**src/rtl/seq_div_pkg.sv**
```systemverilog
// Shared encodings and sizing helpers for the sequential restoring divider.
// Latency: none (declarations only).
// Backpressure: not applicable.
package seq_div_pkg;

    localparam logic [1:0] IDLE = 2'd0;
    localparam logic [1:0] RUN  = 2'd1;
    localparam logic [1:0] DONE = 2'd2;

    // The counter must hold 0..WIDTH so the final iteration index is representable.
    function automatic int cnt_width(input int width);
        return $clog2(width + 1);
    endfunction

endpackage

```
**src/rtl/seq_divider_sub_stage.sv**
```systemverilog
// Ripple subtractor a - b = a + ~b + 1 built from full-adder cells; bit WIDTH is the sign.
// Latency: combinational, one ripple through WIDTH+1 cells.
// Backpressure: none.
module full_adder (
    input  logic i_a,
    input  logic i_b,
    input  logic i_cin,
    output logic o_sum,
    output logic o_cout
);
    assign o_sum  = i_a ^ i_b ^ i_cin;
    assign o_cout = (i_a & i_b) | (i_cin & (i_a ^ i_b));
endmodule

module sub_stage
    import seq_div_pkg::*;
#(
    parameter int WIDTH = 4
) (
    input  logic [WIDTH:0] i_a,
    input  logic [WIDTH:0] i_b,
    output logic [WIDTH:0] o_diff
);
    logic [WIDTH:0] w_carry;
    logic [WIDTH:0] w_b_inv;

    assign w_b_inv    = ~i_b;
    assign w_carry[0] = 1'b1;

    for (genvar g = 0; g < WIDTH; g++) begin : g_cell
        full_adder u_fa (
            .i_a   (i_a[g]),
            .i_b   (w_b_inv[g]),
            .i_cin (w_carry[g]),
            .o_sum (o_diff[g]),
            .o_cout(w_carry[g+1])
        );
    end

    // The sign bit needs only the sum; its carry-out would be discarded anyway.
    assign o_diff[WIDTH] = i_a[WIDTH] ^ w_b_inv[WIDTH] ^ w_carry[WIDTH];

endmodule

```
**src/rtl/seq_divider.sv**
```systemverilog
// Unsigned restoring divider, one quotient bit per cycle; SEQ_DIVIDER_ZERO_DETECT_EN short-cuts divide-by-zero.
// Latency: done WIDTH edges after the accepting edge (one edge for a detected zero divisor).
// Backpressure: start is accepted only in IDLE; starts while busy or done are dropped, never queued.
module seq_divider
    import seq_div_pkg::*;
#(
    parameter int WIDTH = 4
) (
    input  logic             clk,
    input  logic             rst,
    input  logic             start,
    input  logic [WIDTH-1:0] dividend,
    input  logic [WIDTH-1:0] divisor,
    output logic             busy,
    output logic             done,
    output logic [WIDTH-1:0] quotient,
    output logic [WIDTH-1:0] remainder,
    output logic             div_by_zero
);
    localparam int CNT_W = cnt_width(WIDTH);
    localparam logic [CNT_W-1:0] LAST_ITER = CNT_W'(WIDTH - 1);

    logic [1:0]       r_state;
    logic [WIDTH:0]   r_rem;
    logic [WIDTH-1:0] r_q;
    logic [WIDTH-1:0] r_div;
    logic [CNT_W-1:0] r_cnt;
    logic [WIDTH-1:0] r_quot;
    logic [WIDTH-1:0] r_remd;

    logic [WIDTH:0]   w_shift;
    logic [WIDTH:0]   w_diff;
    logic             w_take;
    logic [WIDTH:0]   w_rem_next;
    logic [WIDTH-1:0] w_q_next;
    logic             w_last;

    // The dividend is shifted out of Q into R as quotient bits shift in behind it.
    assign w_shift = {r_rem[WIDTH-1:0], r_q[WIDTH-1]};

    sub_stage #(.WIDTH(WIDTH)) u_sub (
        .i_a   (w_shift),
        .i_b   ({1'b0, r_div}),
        .o_diff(w_diff)
    );

    assign w_take     = ~w_diff[WIDTH];
    assign w_rem_next = w_take ? w_diff : w_shift;
    assign w_q_next   = {r_q[WIDTH-2:0], w_take};
    assign w_last     = (r_cnt == LAST_ITER);

`ifdef SEQ_DIVIDER_ZERO_DETECT_EN
    logic r_dbz;
`endif

    always_ff @(posedge clk) begin
        if (rst) begin
            r_state <= IDLE;
            r_rem   <= '0;
            r_q     <= '0;
            r_div   <= '0;
            r_cnt   <= '0;
            r_quot  <= '0;
            r_remd  <= '0;
`ifdef SEQ_DIVIDER_ZERO_DETECT_EN
            r_dbz   <= 1'b0;
`endif
        end else begin
            case (r_state)
                IDLE: begin
                    if (start) begin
                        r_div <= divisor;
                        r_q   <= dividend;
                        r_rem <= '0;
                        r_cnt <= '0;
`ifdef SEQ_DIVIDER_ZERO_DETECT_EN
                        if (divisor == '0) begin
                            r_state <= DONE;
                            r_quot  <= '1;
                            r_remd  <= dividend;
                            r_dbz   <= 1'b1;
                        end else begin
                            r_state <= RUN;
                            r_dbz   <= 1'b0;
                        end
`else
                        r_state <= RUN;
`endif
                    end
                end
                RUN: begin
                    r_rem <= w_rem_next;
                    r_q   <= w_q_next;
                    r_cnt <= r_cnt + 1'b1;
                    // Results load with the final iteration so they are valid in the done cycle.
                    if (w_last) begin
                        r_state <= DONE;
                        r_quot  <= w_q_next;
                        r_remd  <= w_rem_next[WIDTH-1:0];
                    end
                end
                DONE: begin
                    r_state <= IDLE;
                end
                default: begin
                    r_state <= IDLE;
                end
            endcase
        end
    end

    assign busy      = (r_state == RUN);
    assign done      = (r_state == DONE);
    assign quotient  = r_quot;
    assign remainder = r_remd;

`ifdef SEQ_DIVIDER_ZERO_DETECT_EN
    assign div_by_zero = r_dbz & done;
`else
    assign div_by_zero = 1'b0;
`endif

endmodule

```
**config.mk**
```make
export PLATFORM = sky130hd
export DESIGN_NAME = seq_divider
export DESIGN_NICKNAME = d
export VERILOG_FILES = /design/src/rtl/seq_div_pkg.sv /design/src/rtl/seq_divider_sub_stage.sv /design/src/rtl/seq_divider.sv
export SDC_FILE = /design/constraint.sdc
export NUM_CORES = 1
export LEC_CHECK = 0
export ABC_AREA = 1
export BUFFER_PORTS_ARGS = -buffer_cell sky130_fd_sc_hd__buf_4
export CAP_MARGIN = 20
export CORE_MARGIN = 2
export CORE_UTILIZATION = 53
export CTS_CLUSTER_SIZE = 16
export DETAILED_ROUTE_END_ITERATION = 10
export MAX_ROUTING_LAYER = met4
export PLACE_DENSITY = 0.77
export SYNTH_ARGS = -nofsm -noshare
export SYNTH_HDL_FRONTEND = slang
export SYNTH_SLANG_ARGS = --single-unit
```
**constraint.sdc**
```tcl
create_clock -name clk -period 2.45 [get_ports clk]
set_clock_uncertainty 0.2 [all_clocks]
set_input_delay 0.3675 -clock clk [delete_from_list [all_inputs] [get_ports clk]]
set_output_delay 0.3675 -clock clk [all_outputs]
set_load 0.1 [all_outputs]
```
==> impl.org, run 1 <==
** Outcome
- Outcome :: complete, no violations

** Timing
- Final Slew Violations :: 0
- Fmax :: 0.426 GHz
- RSZ-0062 raised after global routing :: false
- After layout, the worst path uses 95.7% of the clock period.
- The worst path needs 2.35 ns of the cycle, external delays included.
- Setup violations remaining at the end of the flow were counted as 0.
- Total Negative Setup Slacks :: 0 ns
- The count of final hold-check violations came to 0.
- Minimum hold slack :: 0.0551 ns

** Synthesis
- Part of the Yosys area used for sequential elements :: 41.9%
- The synthesized design spends more area on one cell type than any other, namely sky130_fd_sc_hd__dfxtp_1.
- Post-synthesis cell type count :: 22
- Netlist area before placement :: 1190 um2
- The commonest cells after synthesis are sky130_fd_sc_hd__nand2_1, sky130_fd_sc_hd__dfxtp_1, sky130_fd_sc_hd__nand3_1.
- Async set-reset flop share out of synthesis :: 0%
- Register bit total from synthesis :: 25
- Post-synthesis average cell area :: 7.71 um2
- Counting flops with a built-in enable in the synthesized netlist gives 0.
- Ranked by total cell area, the synthesized netlist is headed by sky130_fd_sc_hd__dfxtp_1, sky130_fd_sc_hd__nand2_1, sky130_fd_sc_hd__nand3_1, sky130_fd_sc_hd__inv_1, sky130_fd_sc_hd__fa_1.
- Share of Yosys cell area claimed by the top area cell type :: 41.9%
- Most used DFF post-synth :: sky130_fd_sc_hd__dfxtp_1
- Counting every instance in the synthesized netlist gives 155.
- When the netlist entered floorplanning its net count stood at 172.
- In the post-synthesis netlist, the cell with the most instances is sky130_fd_sc_hd__nand2_1.
- Yosys printed 0 warnings.

** Final layout
- Number of nets in the finished design :: 193
- The number of antenna diodes in the final layout is 0.
- Of the cells placed in the final design, the portion with a size suffix greater than 1 is 20.0%.
- Area growth from synthesis to layout :: 15.4%

** Routing
- Vias/cell :: 5.43
- The final route contains 1102 vias.
- Iteration-0 DRC Markers :: 36
- Dividing the detail-routed wire length by the instance count gives 11.6 um.
- The first detailed-routing pass ran for 4 iterations.
- The count of nets left with antenna violations once routing finished came out at 0.
- DRC Markers :: 0
- Summed over all layers, the routed wires come to 2.36 mm.

** Die
- Die footprint :: 2650 um2
- Number of placed I/O pins :: 22
- Once the floorplan was initialized, standard cells occupied 55.1% of the core.
- The floorplan step set the die width to 51.5 um.
- Site Rows :: 17
- In this run the standard cell core region covers 2170 um2.
- Vertical die dimension :: 51.5 um

** Power
- In this run the static leakage power is 0.654 nW.
- Cell Pwr Density :: 607 nW/um2
- IR analysis of the VDD net gives a maximum drop of 0.418 mV.

** Placement
- The wire-length estimate of the detail-placed layout is 1.76 mm.
- I/O Buffers :: 20
- Routability-driven placement finished with a final weighted congestion of 0.959.

** Critical path
- Crit path required time :: 2.51 ns
- Critical path start-end classification :: flip-flop to flip-flop
- Kind of launch point of the worst setup path :: flip-flop
- The worst setup path is captured at a flip-flop.
- Arrival time of the worst setup path :: 2.41 ns
- Of all nets on the critical path, the largest fanout is 4.
- For this run, the slowest stage of the critical path takes 0.37 ns.
- Ordered list of cells on the worst path :: inv_1 > ha_1 > fa_1 > inv_1 > fa_1 > fa_2 > inv_1 > nand2_1 > nand3_1 > nand3_1 > a21oi_2
- Cell type of the slowest stage on the worst timing path :: sky130_fd_sc_hd__fa_1
- The most numerous cell type found on the critical path is sky130_fd_sc_hd__inv_1.

** GRT
- Entering global routing, the biggest net connects 20 pins.
- The initial antenna violation count is 0.
- Via count of the first global-routing pass :: 1026
- Total Routing Usage GR :: 21.4%
- The first global-routing pass estimated 4.08 mm of wire.
- The total overflow left after global routing is 0.

** Clocking
- No sink is reached through more buffers than the 2 on the longest clock path.
- Sink count of the clock tree :: 25
- The number of clock buffers added by TritonCTS is 3.
- Clock-pin slew was measured on the worst setup and hold paths at 0.13 ns.
- Once the clock tree was built, the setup fixing pass inserted 0 buffers.
- H-tree depth reported by CTS :: 1
- Clock Latency Late Sink :: 0.32 ns
- Root cell of the clock tree :: sky130_fd_sc_hd__clkbuf_4
- CTS tree :: yes

** Flow run
- Number of violations of the max-capacitance limit :: 0

** Worst hold path
- The path class of the tightest hold or removal check is primary input to flip-flop.
[per-stage QoR]
stage / instance area, um2 / utilization (%) / cells / power [W] / worst slack (ns)
2_1_floorplan: 1190 / - / 155 / 0.000610 / 0.238
3_3_place_gp: 1340 / 61.9 / 199 / 0.000645 / 0.171
3_5_place_dp: 1340 / 61.9 / 199 / 0.000654 / 0.0888
4_1_cts: 1370 / 63.1 / 203 / 0.000833 / 0.0599
5_1_grt: 1380 / 63.6 / 203 / 0.000884 / 0.00505
6_report: 1380 / 63.6 / 203 / 0.000837 / 0.104
[final timing paths]
path / cells after the start / slack, ns / to / startpoint
worst min-delay path: 2 / 0.06 / r_rem[3]$_SDFFE_PP0P_ / rst
worst max-delay path: 11 / 0.10 / r_rem[3]$_SDFFE_PP0P_ / r_q[3]$_SDFFE_PP0P_
worst min register to register: 2 / 0.27 / quotient[2]$_SDFFE_PP0P_ / r_q[1]$_SDFFE_PP0P_
worst max register to register: 11 / 0.10 / r_rem[3]$_SDFFE_PP0P_ / r_q[3]$_SDFFE_PP0P_
[layout make-up]
cell class	count	area (um2)
clock buffers	3	22.5
multi-input cells	104	582
repair buffers	20	150
flip-flops and latches	25	500
inverters	22	83.8
clock inverters	1	5.00
fillers	201	791
well taps	28	35.0
[timing repair]
| item | 4_1_cts | 5_1_grt |
|---|---|---|
| gates resized for setup | 0 | 3 |
| endpoints found under the setup margin | 0 | 9 |
| hold buffers | 0 | 0 |
[critical path: cells and delay by family (launching register included)]
family / cells / cell delay (ns)
AOI/OAI and AO/OA: 1 / 0.13
adders and majority gates: 4 / 1.06
buffers and inverters: 3 / 0.22
DFF: 1 / 0.34
and+or+nand+nor: 3 / 0.36
[cells in the final DEF (no fill, tap or decap)]
cell type / netlist / layout
sky130_fd_sc_hd__nor2_4: 1 / 1
sky130_fd_sc_hd__fa_1: 3 / 2
sky130_fd_sc_hd__o21ai_0: 8 / 8
sky130_fd_sc_hd__o22ai_1: 1 / 1
sky130_fd_sc_hd__conb_1: 1 / 1
sky130_fd_sc_hd__nor3_1: 6 / 6
sky130_fd_sc_hd__o21a_1: 4 / 4
sky130_fd_sc_hd__buf_4: 2 / 20
sky130_fd_sc_hd__ha_1: 3 / 3
sky130_fd_sc_hd__a21oi_1: 9 / 8
sky130_fd_sc_hd__inv_1: 18 / 18
sky130_fd_sc_hd__and2_1: 1 / 1
sky130_fd_sc_hd__a21oi_2: 0 / 1
sky130_fd_sc_hd__nand2_2: 1 / 2
sky130_fd_sc_hd__fa_2: 0 / 1
sky130_fd_sc_hd__nand3b_1: 2 / 2
sky130_fd_sc_hd__nand2_1: 32 / 31
sky130_fd_sc_hd__clkinv_2: 1 / 2
sky130_fd_sc_hd__nor2_1: 9 / 9
sky130_fd_sc_hd__nand2_4: 2 / 2
sky130_fd_sc_hd__clkbuf_4: 0 / 3
sky130_fd_sc_hd__inv_2: 3 / 3
sky130_fd_sc_hd__dfxtp_1: 25 / 25
sky130_fd_sc_hd__nand3_1: 21 / 21
[state kept, by name, indices dropped and copies added, names as in the netlist]
signal	flops
r_rem	4
r_div	4
quotient	4
remainder	4
r_q	4
r_state	2
r_cnt	3
[routing by layer]
metal	track usage, %	part of all wire, %	vias up
li1	-	-	536
met1	23.0	41	507
met2	38.0	50	52
met3	3.80	7.3	7
met4	10.1	2.2	0
met5	-	0	-
[report_power, final]
part           internal, W  switching [W]
clock network    0.0000611       0.000122
registers         0.000429      0.0000169
logic            0.0000725       0.000135
total             0.000563       0.000275
[cells by family (layout without fill, tap and decap cells)]
| family | after synthesis | count (layout) | share of synthesized area [%] |
|---|---|---|---|
| and+or+nand+nor | 75 | 75 | 29.3 |
| buffers and inverters | 26 | 46 | 10.2 |
| DFF | 25 | 25 | 41.9 |
| AOI/OAI and AO/OA | 22 | 22 | 10.2 |
| adders and majority gates | 6 | 6 | 8.17 |
| other | 1 | 1 | 0.314 |
Note: power is estimated with default switching activity, not from simulation.
==> inputs of run 2 (changes only) <==
ABC_AREA = default   (was 1)
BUFFER_PORTS_ARGS = default   (was -buffer_cell sky130_fd_sc_hd__buf_4)
CORE_UTILIZATION = 56   (was 53)
DONT_BUFFER_PORTS = 1   (was default)
PLACE_DENSITY = 0.71   (was 0.77)
==> run 2 against run 1 <==
- sequential share of layout area fell by 3.8 points
- critical endpoint is now remainder[2]$_SDFFE_PP0P_
- sequential power barely moved
- combinational power barely moved
- count of clock-buffer cells in the layout did not move
- register-to-register slack got worse by 0.16 ns
- routed wire length rose by 6.4%
- sequential cell count did not move
- worst setup slack got worse by 0.16 ns
- cell count fell by 12%
- final area rose by 12%
- clock power barely moved
- the run now ends with negative setup slack left
- hold slack got worse by 0.037 ns
==> impl.org, run 2 <==
** Placement
- The placement-stage worst setup slack is -0.151 ns (was 0.0888 ns).
- Placed wire-length estimate after detailed placement :: 1.66 mm (was 1.76 mm)
- DP Area :: 1290 um2 (was 1340 um2)
- The global placer's final weighted congestion was 0.727 (was 0.959).
- Placed Instances :: 154 (was 199)
- I/O Buffers :: 0 (was 20)

** Timing
- RSZ-0062 raised after global routing: true (was false).
- The final critical delay including setup and external delays came to 2.50 ns (was 2.35 ns).
- Fmax :: 0.400 GHz (was 0.426 GHz)
- Part of the cycle the worst path needs :: 102% (was 95.7%)
- Tightest slew margin relative to the limit :: 60.5%
- The final count of pins violating max slew was 0 (unchanged).
- For the pin with the worst max-slew slack, the measured transition is 0.591 ns.
- Final Hold Viols :: 0 (unchanged)
- Final worst slack :: -0.0523 ns (was 0.104 ns)
- Final setup fails :: 7 (was 0)

** Worst hold path
- Number of cells on the worst hold path :: 2 (unchanged)
- Worst Hold Class :: primary input to flip-flop (unchanged)
- Worst Hold Launch :: rst (unchanged)
- Endpoint of the worst hold-timing path :: r_rem[1]$_SDFFE_PP0P_ (was r_rem[3]$_SDFFE_PP0P_)

** Critical path
- Type of element capturing the critical path :: flip-flop (unchanged)
- Crit. Startpoint :: r_q[3]$_SDFFE_PP0P_ (unchanged)
- Arrival time of the worst setup path :: 2.51 ns (was 2.41 ns)
- Crit path required time :: 2.45 ns (was 2.51 ns)
- Crit-path max FO :: 4 (unchanged)
- The kind of start point of the critical path was a flip-flop (unchanged).
- Reg-to-reg slack, setup :: -0.05 ns (was 0.10 ns)
- Endpoint of the worst-slack reg-to-reg timing path :: remainder[2]$_SDFFE_PP0P_ (was r_rem[3]$_SDFFE_PP0P_)
- Cell depth of the worst flop-to-flop path :: 10 (was 11)
- Reg-to-reg critical path startpoint :: r_q[3]$_SDFFE_PP0P_ (unchanged)
- The critical path class is flip-flop to flip-flop (unchanged).

** Clocking
- The maximum number of buffers from clock root to sink is 2 (unchanged).
- Clock buffer count from CTS :: 3 (unchanged)
- Sink count of the clock tree :: 25 (unchanged)
- Root cell of the clock tree :: sky130_fd_sc_hd__clkbuf_4 (unchanged)
- The clock latency on the worst-skew pair is 0.32 ns (about the same).
- H-tree depth reported by CTS :: 1 (unchanged)
- Clock-pin transition on the worst setup and hold timing paths :: 0.14 ns (was 0.13 ns)
- The TritonCTS clock tree is yes (unchanged).

** Final layout
- The layout cell share with drive strength beyond 1 was 25.8% (was 20.0%).
- Ant diodes :: 0 (unchanged)
- The most common cell after layout, fill and taps aside is sky130_fd_sc_hd__dfxtp_1 (was sky130_fd_sc_hd__nand2_1).
- The signed area change from the synthesized netlist to the final layout was 34.0% (was 15.4%).
- Layout Cells excl Fill :: 178 (was 203)
- Top library cells by usage in the layout, fill and taps aside: sky130_fd_sc_hd__dfxtp_1, sky130_fd_sc_hd__dlygate4sd3_1, sky130_fd_sc_hd__buf_4, sky130_fd_sc_hd__nor2_1 (was sky130_fd_sc_hd__nand2_1, sky130_fd_sc_hd__dfxtp_1, sky130_fd_sc_hd__nand3_1, sky130_fd_sc_hd__buf_4, sky130_fd_sc_hd__inv_1).
- The number of nets in the final layout came to 169 (was 193).
- Post-route cell area :: 1550 um2 (was 1380 um2)

** Synthesis
- Biggest area contributors in the synthesized netlist: sky130_fd_sc_hd__dfxtp_1, sky130_fd_sc_hd__mux2i_1, sky130_fd_sc_hd__fa_1, sky130_fd_sc_hd__nand3b_1, sky130_fd_sc_hd__nor2_1 (was sky130_fd_sc_hd__dfxtp_1, sky130_fd_sc_hd__nand2_1, sky130_fd_sc_hd__nand3_1, sky130_fd_sc_hd__inv_1, sky130_fd_sc_hd__fa_1).
- Most used DFF post-synth :: sky130_fd_sc_hd__dfxtp_1 (unchanged)
- The fraction of registers with async set or reset after synthesis was 0% (unchanged).
- The fraction of synthesized cell area taken by the top area cell type came to 43.3% (was 41.9%).
- Netlist area before placement :: 1150 um2 (was 1190 um2)
- The number of distinct library cells after synthesis was 28 (was 22).
- Synth Net Count :: 138 (was 172)
- The number of enable flip-flop cells after synthesis was 0 (unchanged).
- Count of yosys warnings during synthesis :: 0 (unchanged)
- Most frequent cell after synthesis :: sky130_fd_sc_hd__dfxtp_1 (was sky130_fd_sc_hd__nand2_1)
- The cell accounting for the most synthesized area was sky130_fd_sc_hd__dfxtp_1 (unchanged).
- Commonest cells in the synthesized netlist: sky130_fd_sc_hd__dfxtp_1, sky130_fd_sc_hd__nor2_1, sky130_fd_sc_hd__mux2i_1 (was sky130_fd_sc_hd__nand2_1, sky130_fd_sc_hd__dfxtp_1, sky130_fd_sc_hd__nand3_1).
- The count of state elements after synthesis came to 25 (unchanged).
- Part of the Yosys area used for sequential elements :: 43.3% (was 41.9%)
- Count of mapped cells out of synthesis :: 121 (was 155)
- The average footprint of a synthesized cell was 9.54 um2 (was 7.71 um2).

** Die
- Horizontal die dimension :: 49.4 um (was 51.5 um)
- Vertical die dimension :: 49.4 um (was 51.5 um)
- The overall die area came to 2440 um2 (was 2650 um2).
- The core outline area is 1960 um2 (was 2170 um2).
- Site Rows :: 16 (was 17)
- Number of placed I/O pins :: 22 (unchanged)
- The starting utilization of the core area is 58.9% (was 55.1%).

** Routing
- The post-detailed-routing wire length is 2.51 mm (was 2.36 mm).
- The number of DRC violations after detailed-routing iteration 0 is 22 (was 36).
- The average vias per placed instance is 5.39 (was 5.43).
- DRC Markers :: 0 (unchanged)
- Drt first pass iters :: 4 (unchanged)
- The total via count in the routed design is 959 (was 1102).
- Detail-routed net length per standard cell :: 14.1 um (was 11.6 um)
- Post-route antenna net violation count :: 0 (unchanged)

** GRT
- The remaining global-route overflow came to 0 (unchanged).
- The via count of the first global-routing pass was 910 (was 1026).
- The global-route total usage across every layer was 23.1% (was 21.4%).
- Global-route wire length before repair :: 4.21 mm (was 4.08 mm)
- Maximum number of pins on one net before global-route repair :: 29 (was 20)
- The initial antenna violation count came to 0 (unchanged).

** Power
- The total leakage power was 0.649 nW (was 0.654 nW).
- The power per cell area was 541 nW/um2 (was 607 nW/um2).
- The worst ir drop on vdd is 0.425 mV (was 0.418 mV).

** Outcome
- Outcome: finished with violations (was complete, no violations).
- The checks that failed: negative setup slack.

** Flow run
- The count of max-cap constraint violations was 0 (unchanged).
run 2: changes by cell type after synthesis, sizes merged, moves of 5 or more:
cell and change:
mux2i +10, nand3 -21, inv -12, nand2 -29
nand3b +6, nor2 +5
run 2: where the power goes:
part / switching, W / internal (W) / total [W]
Clock: 0.000124 / 0.0000611 / 0.000186
Combinational: 0.0000967 / 0.000112 / 0.000208
Sequential: 0.0000194 / 0.000425 / 0.000444
Total: 0.000240 / 0.000597 / 0.000838
run 2: worst max-delay path by stage:
| stage | end | cells past startpoint |
|---|---|---|
| after floorplan | remainder[0]$_SDFFE_PP0P_ | 9 |
| after global placement | r_rem[3]$_SDFFE_PP0P_ | 10 |
| after detailed placement | r_rem[3]$_SDFFE_PP0P_ | 10 |
| after CTS | remainder[1]$_SDFFE_PP0P_ | 9 |
| after global routing | remainder[2]$_SDFFE_PP0P_ | 10 |
| final | remainder[2]$_SDFFE_PP0P_ | 10 |
run 2: cell families after synthesis:
| logic type | count (synthesis) | synth area share (%) |
|---|---|---|
| other cells | 1 | 0.325 |
| flops | 25 | 43.3 |
| simple gates | 38 | 17.4 |
| mux | 12 | 10.6 |
| buf+inv | 16 | 5.85 |
| compound gates | 22 | 12.6 |
| xor+xnor | 1 | 1.41 |
| fa+ha+maj | 6 | 8.45 |
run 2: stage by stage:
stage	setup TNS [ns]	utilization, %	total power [W]	hold WS, ns
5_1_grt	-0.472	78.9	0.000873	0.0131
3_5_place_dp	-0.746	65.9	0.000606	0.237
4_1_cts	-0.0623	77.0	0.000822	-0.110
3_3_place_gp	-0.338	65.9	0.000597	0.236
6_report	-0.160	78.9	0.000838	0.0177
2_1_floorplan	-0.0690	-	0.000571	0.244
run 2: cell type report:
| type | instances | area (um2) |
|---|---|---|
| Clock inverter | 1 | 5.00 |
| Fill cell | 141 | 414 |
| Inverter | 9 | 33.8 |
| Tap cell | 27 | 33.8 |
| Clock buffer | 3 | 22.5 |
| Timing Repair Buffer | 33 | 292 |
| Sequential cell | 25 | 503 |
| Multi-Input combinational cell | 80 | 658 |
run 2: timing repair:
item / in CTS / in global routing
buffers inserted: 3 / 1
hold buffers: 15 / 1
pin swaps: 2 / 0
endpoints found under the hold margin: 21 / 6
endpoints found under the setup margin: 9 / 9
resized for setup: 6 / 7
run 2: worst max-delay path: stages (launching register included):
cell and delay, ns:
sky130_fd_sc_hd__dfxtp_2 0.36, sky130_fd_sc_hd__inv_2 0.07, sky130_fd_sc_hd__ha_4 0.12, sky130_fd_sc_hd__fa_1 0.15
sky130_fd_sc_hd__inv_1 0.05, sky130_fd_sc_hd__fa_2 0.33, sky130_fd_sc_hd__fa_2 0.39, sky130_fd_sc_hd__xor2_4 0.22
sky130_fd_sc_hd__buf_6 0.15, sky130_fd_sc_hd__mux2i_2 0.24, sky130_fd_sc_hd__a211oi_1 0.11
run 2: routing by layer:
layer	track usage, %	share of wire [%]
met5	-	0
met4	6.94	0.56
met3	2.76	6.4
met2	38.5	49
met1	29.4	44
==> inputs of run 3 (changes only) <==
PLACE_DENSITY = 0.83   (was 0.71)
==> run 3 against run 2 <==
- the run still ends with negative setup slack left
- global-route usage grew 0.12 points
- utilization fell by 3.1 points
- die area unchanged
- critical path type unchanged
- critical endpoint is now remainder[3]$_SDFFE_PP0P_
==> impl.org, run 3 (synthesis results as in run 2) <==
** GRT
- The first-pass GRT wire length came to 4.19 mm (was 4.21 mm).
- Number of antenna violations at the first check in global routing :: 0 (unchanged)
- Global route total overflow :: 0 (unchanged)
- The global-route total usage across every layer is 23.2% (was 23.1%).
- The via count of the first global-routing pass came to 919 (was 910).
- Maximum number of pins on one net before global-route repair :: 20 (was 29)

** Routing
- The post-detailed-routing wire length was 2.55 mm (was 2.51 mm).
- Routed vias :: 950 (was 959)
- The detailed-route DRC error count came to 0 (unchanged).
- Vias/cell :: 5.52 (was 5.39)
- Post-route antenna net violation count :: 0 (unchanged)
- Drt first pass iters :: 4 (unchanged)
- Iteration-0 DRC Markers :: 18 (was 22)
- Detail-routed net length per standard cell :: 14.8 um (was 14.1 um)

** Critical path
- The delay contributed by the slowest stage of the critical path came to 0.38 ns (was 0.39 ns).
- Crit-path max FO :: 4 (unchanged)
- The number of buffers and inverters on the critical path came to 3 (unchanged).
- The depth of the worst register-to-register path came to 10 (unchanged).
- Reg-to-reg critical path startpoint :: r_q[3]$_SDFFE_PP0P_ (unchanged)
- Crit. Startpoint :: r_q[3]$_SDFFE_PP0P_ (unchanged)
- The element type at the critical path end is a flip-flop (unchanged).
- The kind of start point of the critical path was a flip-flop (unchanged).
- The worst path required time came to 2.47 ns (was 2.45 ns).
- The slack of the worst reg-to-reg path came to -0.02 ns (was -0.05 ns).
- Ordered list of cells on the worst path :: inv_2 > ha_4 > fa_1 > inv_1 > fa_2 > fa_2 > xor2_4 > buf_6 > mux2i_2 > a211oi_1 (unchanged)
- Depth of the critical timing path with buffers and inverters included :: 10 (unchanged)
- The endpoint arrival time on the critical path was 2.50 ns (was 2.51 ns).
- Critical path start-end classification :: flip-flop to flip-flop (unchanged)
- Kind of cell with the highest combined delay on the critical path :: adder cells (unchanged)
- The cell type with the highest occurrence count on the critical path is sky130_fd_sc_hd__fa_2 (unchanged).
- Endpoint of the worst-slack reg-to-reg timing path :: remainder[3]$_SDFFE_PP0P_ (was remainder[2]$_SDFFE_PP0P_)
- The cell with the largest stage delay on the worst path is sky130_fd_sc_hd__fa_2 (unchanged).

** Worst hold path
- The hold path startpoint is rst (unchanged).
- Worst Hold Class :: primary input to flip-flop (unchanged)
- Endpoint of the worst hold-timing path :: r_rem[3]$_SDFFE_PP0P_ (was r_rem[1]$_SDFFE_PP0P_)
- Number of cells on the worst hold path :: 2 (unchanged)

** Timing
- Total Negative Setup Slacks :: -0.0546 ns (was -0.160 ns)
- RSZ-0062 raised after global routing: true (unchanged).
- Clock period minus final worst setup slack :: 2.47 ns (was 2.50 ns)
- Part of the cycle the worst path needs :: 101% (was 102%)
- The slew at the pin closest to its max-slew limit was 0.568 ns (was 0.591 ns).
- Tightest slew margin relative to the limit :: 62.0% (was 60.5%)
- The final count of pins violating max slew was 0 (unchanged).
- The peak clock frequency supported by timing came to 0.404 GHz (was 0.400 GHz).
- Final Hold Viols :: 0 (unchanged)
- The total setup violations reported at the end of the flow is 4 (was 7).
- Final worst slack :: -0.0244 ns (was -0.0523 ns)

** Power
- Peak supply drop :: 0.401 mV (was 0.425 mV)
- The total leakage power came to 0.607 nW (was 0.649 nW).
- Total chip power :: 0.000824 W (was 0.000838 W)
- The power per cell area came to 554 nW/um2 (was 541 nW/um2).

** Final layout
- Top library cells by usage in the layout, fill and taps aside :: sky130_fd_sc_hd__dfxtp_1, sky130_fd_sc_hd__nor2_1, sky130_fd_sc_hd__dlygate4sd3_1, sky130_fd_sc_hd__buf_4 (was sky130_fd_sc_hd__dfxtp_1, sky130_fd_sc_hd__dlygate4sd3_1, sky130_fd_sc_hd__buf_4, sky130_fd_sc_hd__nor2_1)
- Most common cell after layout, fill and taps aside :: sky130_fd_sc_hd__dfxtp_1 (unchanged)
- The final non-filler cell total came to 172 (was 178).
- Ant diodes :: 0 (unchanged)
- The number of nets in the final layout is 163 (was 169).
- Area used by multi-input combinational logic :: 648 um2 (was 658 um2)
- The utilization after layout came to 75.8% (was 78.9%).
- Sequential cell area :: 503 um2 (unchanged)
- The layout cell share with drive strength beyond 1 is 22.8% (was 25.8%).
- Filler instances :: 148 (was 141)
- The signed area change from the synthesized netlist to the final layout is 28.8% (was 34.0%).

** Die
- The number of cell rows came to 16 (unchanged).
- The starting utilization of the core area is 58.9% (unchanged).
- Vertical die dimension :: 49.4 um (unchanged)
- The die boundary width was 49.4 um (unchanged).
- Core region area :: 1960 um2 (unchanged)
- Die footprint :: 2440 um2 (unchanged)
- The number of top-level design ports came to 22 (unchanged).

** Clocking
- Root cell of the clock tree :: sky130_fd_sc_hd__clkbuf_4 (unchanged)
- Maximum clock insertion buffer count :: 2 (unchanged)
- The total number of clock tree sinks came to 25 (unchanged).
- The number of buffers created by CTS was 3 (unchanged).
- The number of H-tree branching levels was 1 (unchanged).
- The post-CTS clock slew at the launch and capture registers of the worst setup and hold paths came to 0.14 ns (about the same).
- Clock Latency Late Sink :: 0.33 ns (was 0.32 ns)
- CTS tree :: yes (unchanged)

** Placement
- Placed Instances :: 154 (unchanged)
- Placed wire-length estimate after detailed placement :: 1.68 mm (was 1.66 mm)
- The global placer's final weighted congestion is 0.787 (was 0.727).
- The number of input and output port buffers inserted came to 0 (unchanged).

** Outcome
- Violated checks :: negative setup slack (unchanged)
- Outcome :: finished with violations (unchanged)

** Flow run
- Number of violations of the max-capacitance limit :: 0 (unchanged)
run 3: where the power goes:
group	total [W]	switching, W	internal, W
logic	0.000190	0.0000936	0.0000964
clock network	0.000189	0.000128	0.0000615
registers	0.000445	0.0000198	0.000425
run 3: layout make-up:
class	instances	area share [%]
clock buffers	3	1.51
clock inverters	1	0.336
inverters	9	2.27
multi-input cells	80	43.6
flip-flops and latches	25	33.8
well taps	27	2.27
repair buffers	27	16.2
run 3: timing repair:
item                                    CTS  global route
hold buffers                             12             2
gates cloned                              0             0
pin swaps                                 5             1
endpoints found under the hold margin    21             2
resized for setup                         7             4
endpoints found under the setup margin    9             9
buffers inserted                          0             0
run 3: routing by layer:
metal / vias up / part of all wire (%) / GRT usage (%) / wire [um]
met5: - / 0 / - / 0
met4: 0 / 1.7 / 9.72 / 43
met3: 5 / 3.0 / 3.07 / 77
met2: 20 / 52 / 39.9 / 1330
met1: 466 / 43 / 27.2 / 1090
li1: 459 / - / - / -
run 3: how the worst max path moves through the flow:
stage | end | slack [ns]
final | remainder[3]$_SDFFE_PP0P_ | -0.02
after global routing | remainder[1]$_SDFFE_PP0P_ | -0.10
after CTS | remainder[1]$_SDFFE_PP0P_ | -0.008
after detailed placement | r_rem[3]$_SDFFE_PP0P_ | -0.13
after global placement | r_rem[3]$_SDFFE_PP0P_ | -0.08
after floorplan | remainder[0]$_SDFFE_PP0P_ | -0.03
run 3: per-stage QoR:
step | setup WS [ns] | instance area [um2] | hold slack, ns
4_1_cts | -0.00817 | 1450 | 0.0000240
3_5_place_dp | -0.133 | 1290 | 0.238
3_3_place_gp | -0.0808 | 1290 | 0.235
2_1_floorplan | -0.0345 | 1190 | 0.244
5_1_grt | -0.100 | 1490 | 0.00358
6_report | -0.0244 | 1490 | 0.00915
run 3: worst register-to-register path, cell delays in order, from the launching register on:
cell	delay [ns]
sky130_fd_sc_hd__dfxtp_2	0.35
sky130_fd_sc_hd__inv_2	0.07
sky130_fd_sc_hd__ha_4	0.12
sky130_fd_sc_hd__fa_1	0.15
sky130_fd_sc_hd__inv_1	0.05
sky130_fd_sc_hd__fa_2	0.33
sky130_fd_sc_hd__fa_2	0.38
sky130_fd_sc_hd__xor2_4	0.22
sky130_fd_sc_hd__buf_6	0.16
sky130_fd_sc_hd__mux2i_2	0.24
sky130_fd_sc_hd__a211oi_1	0.10
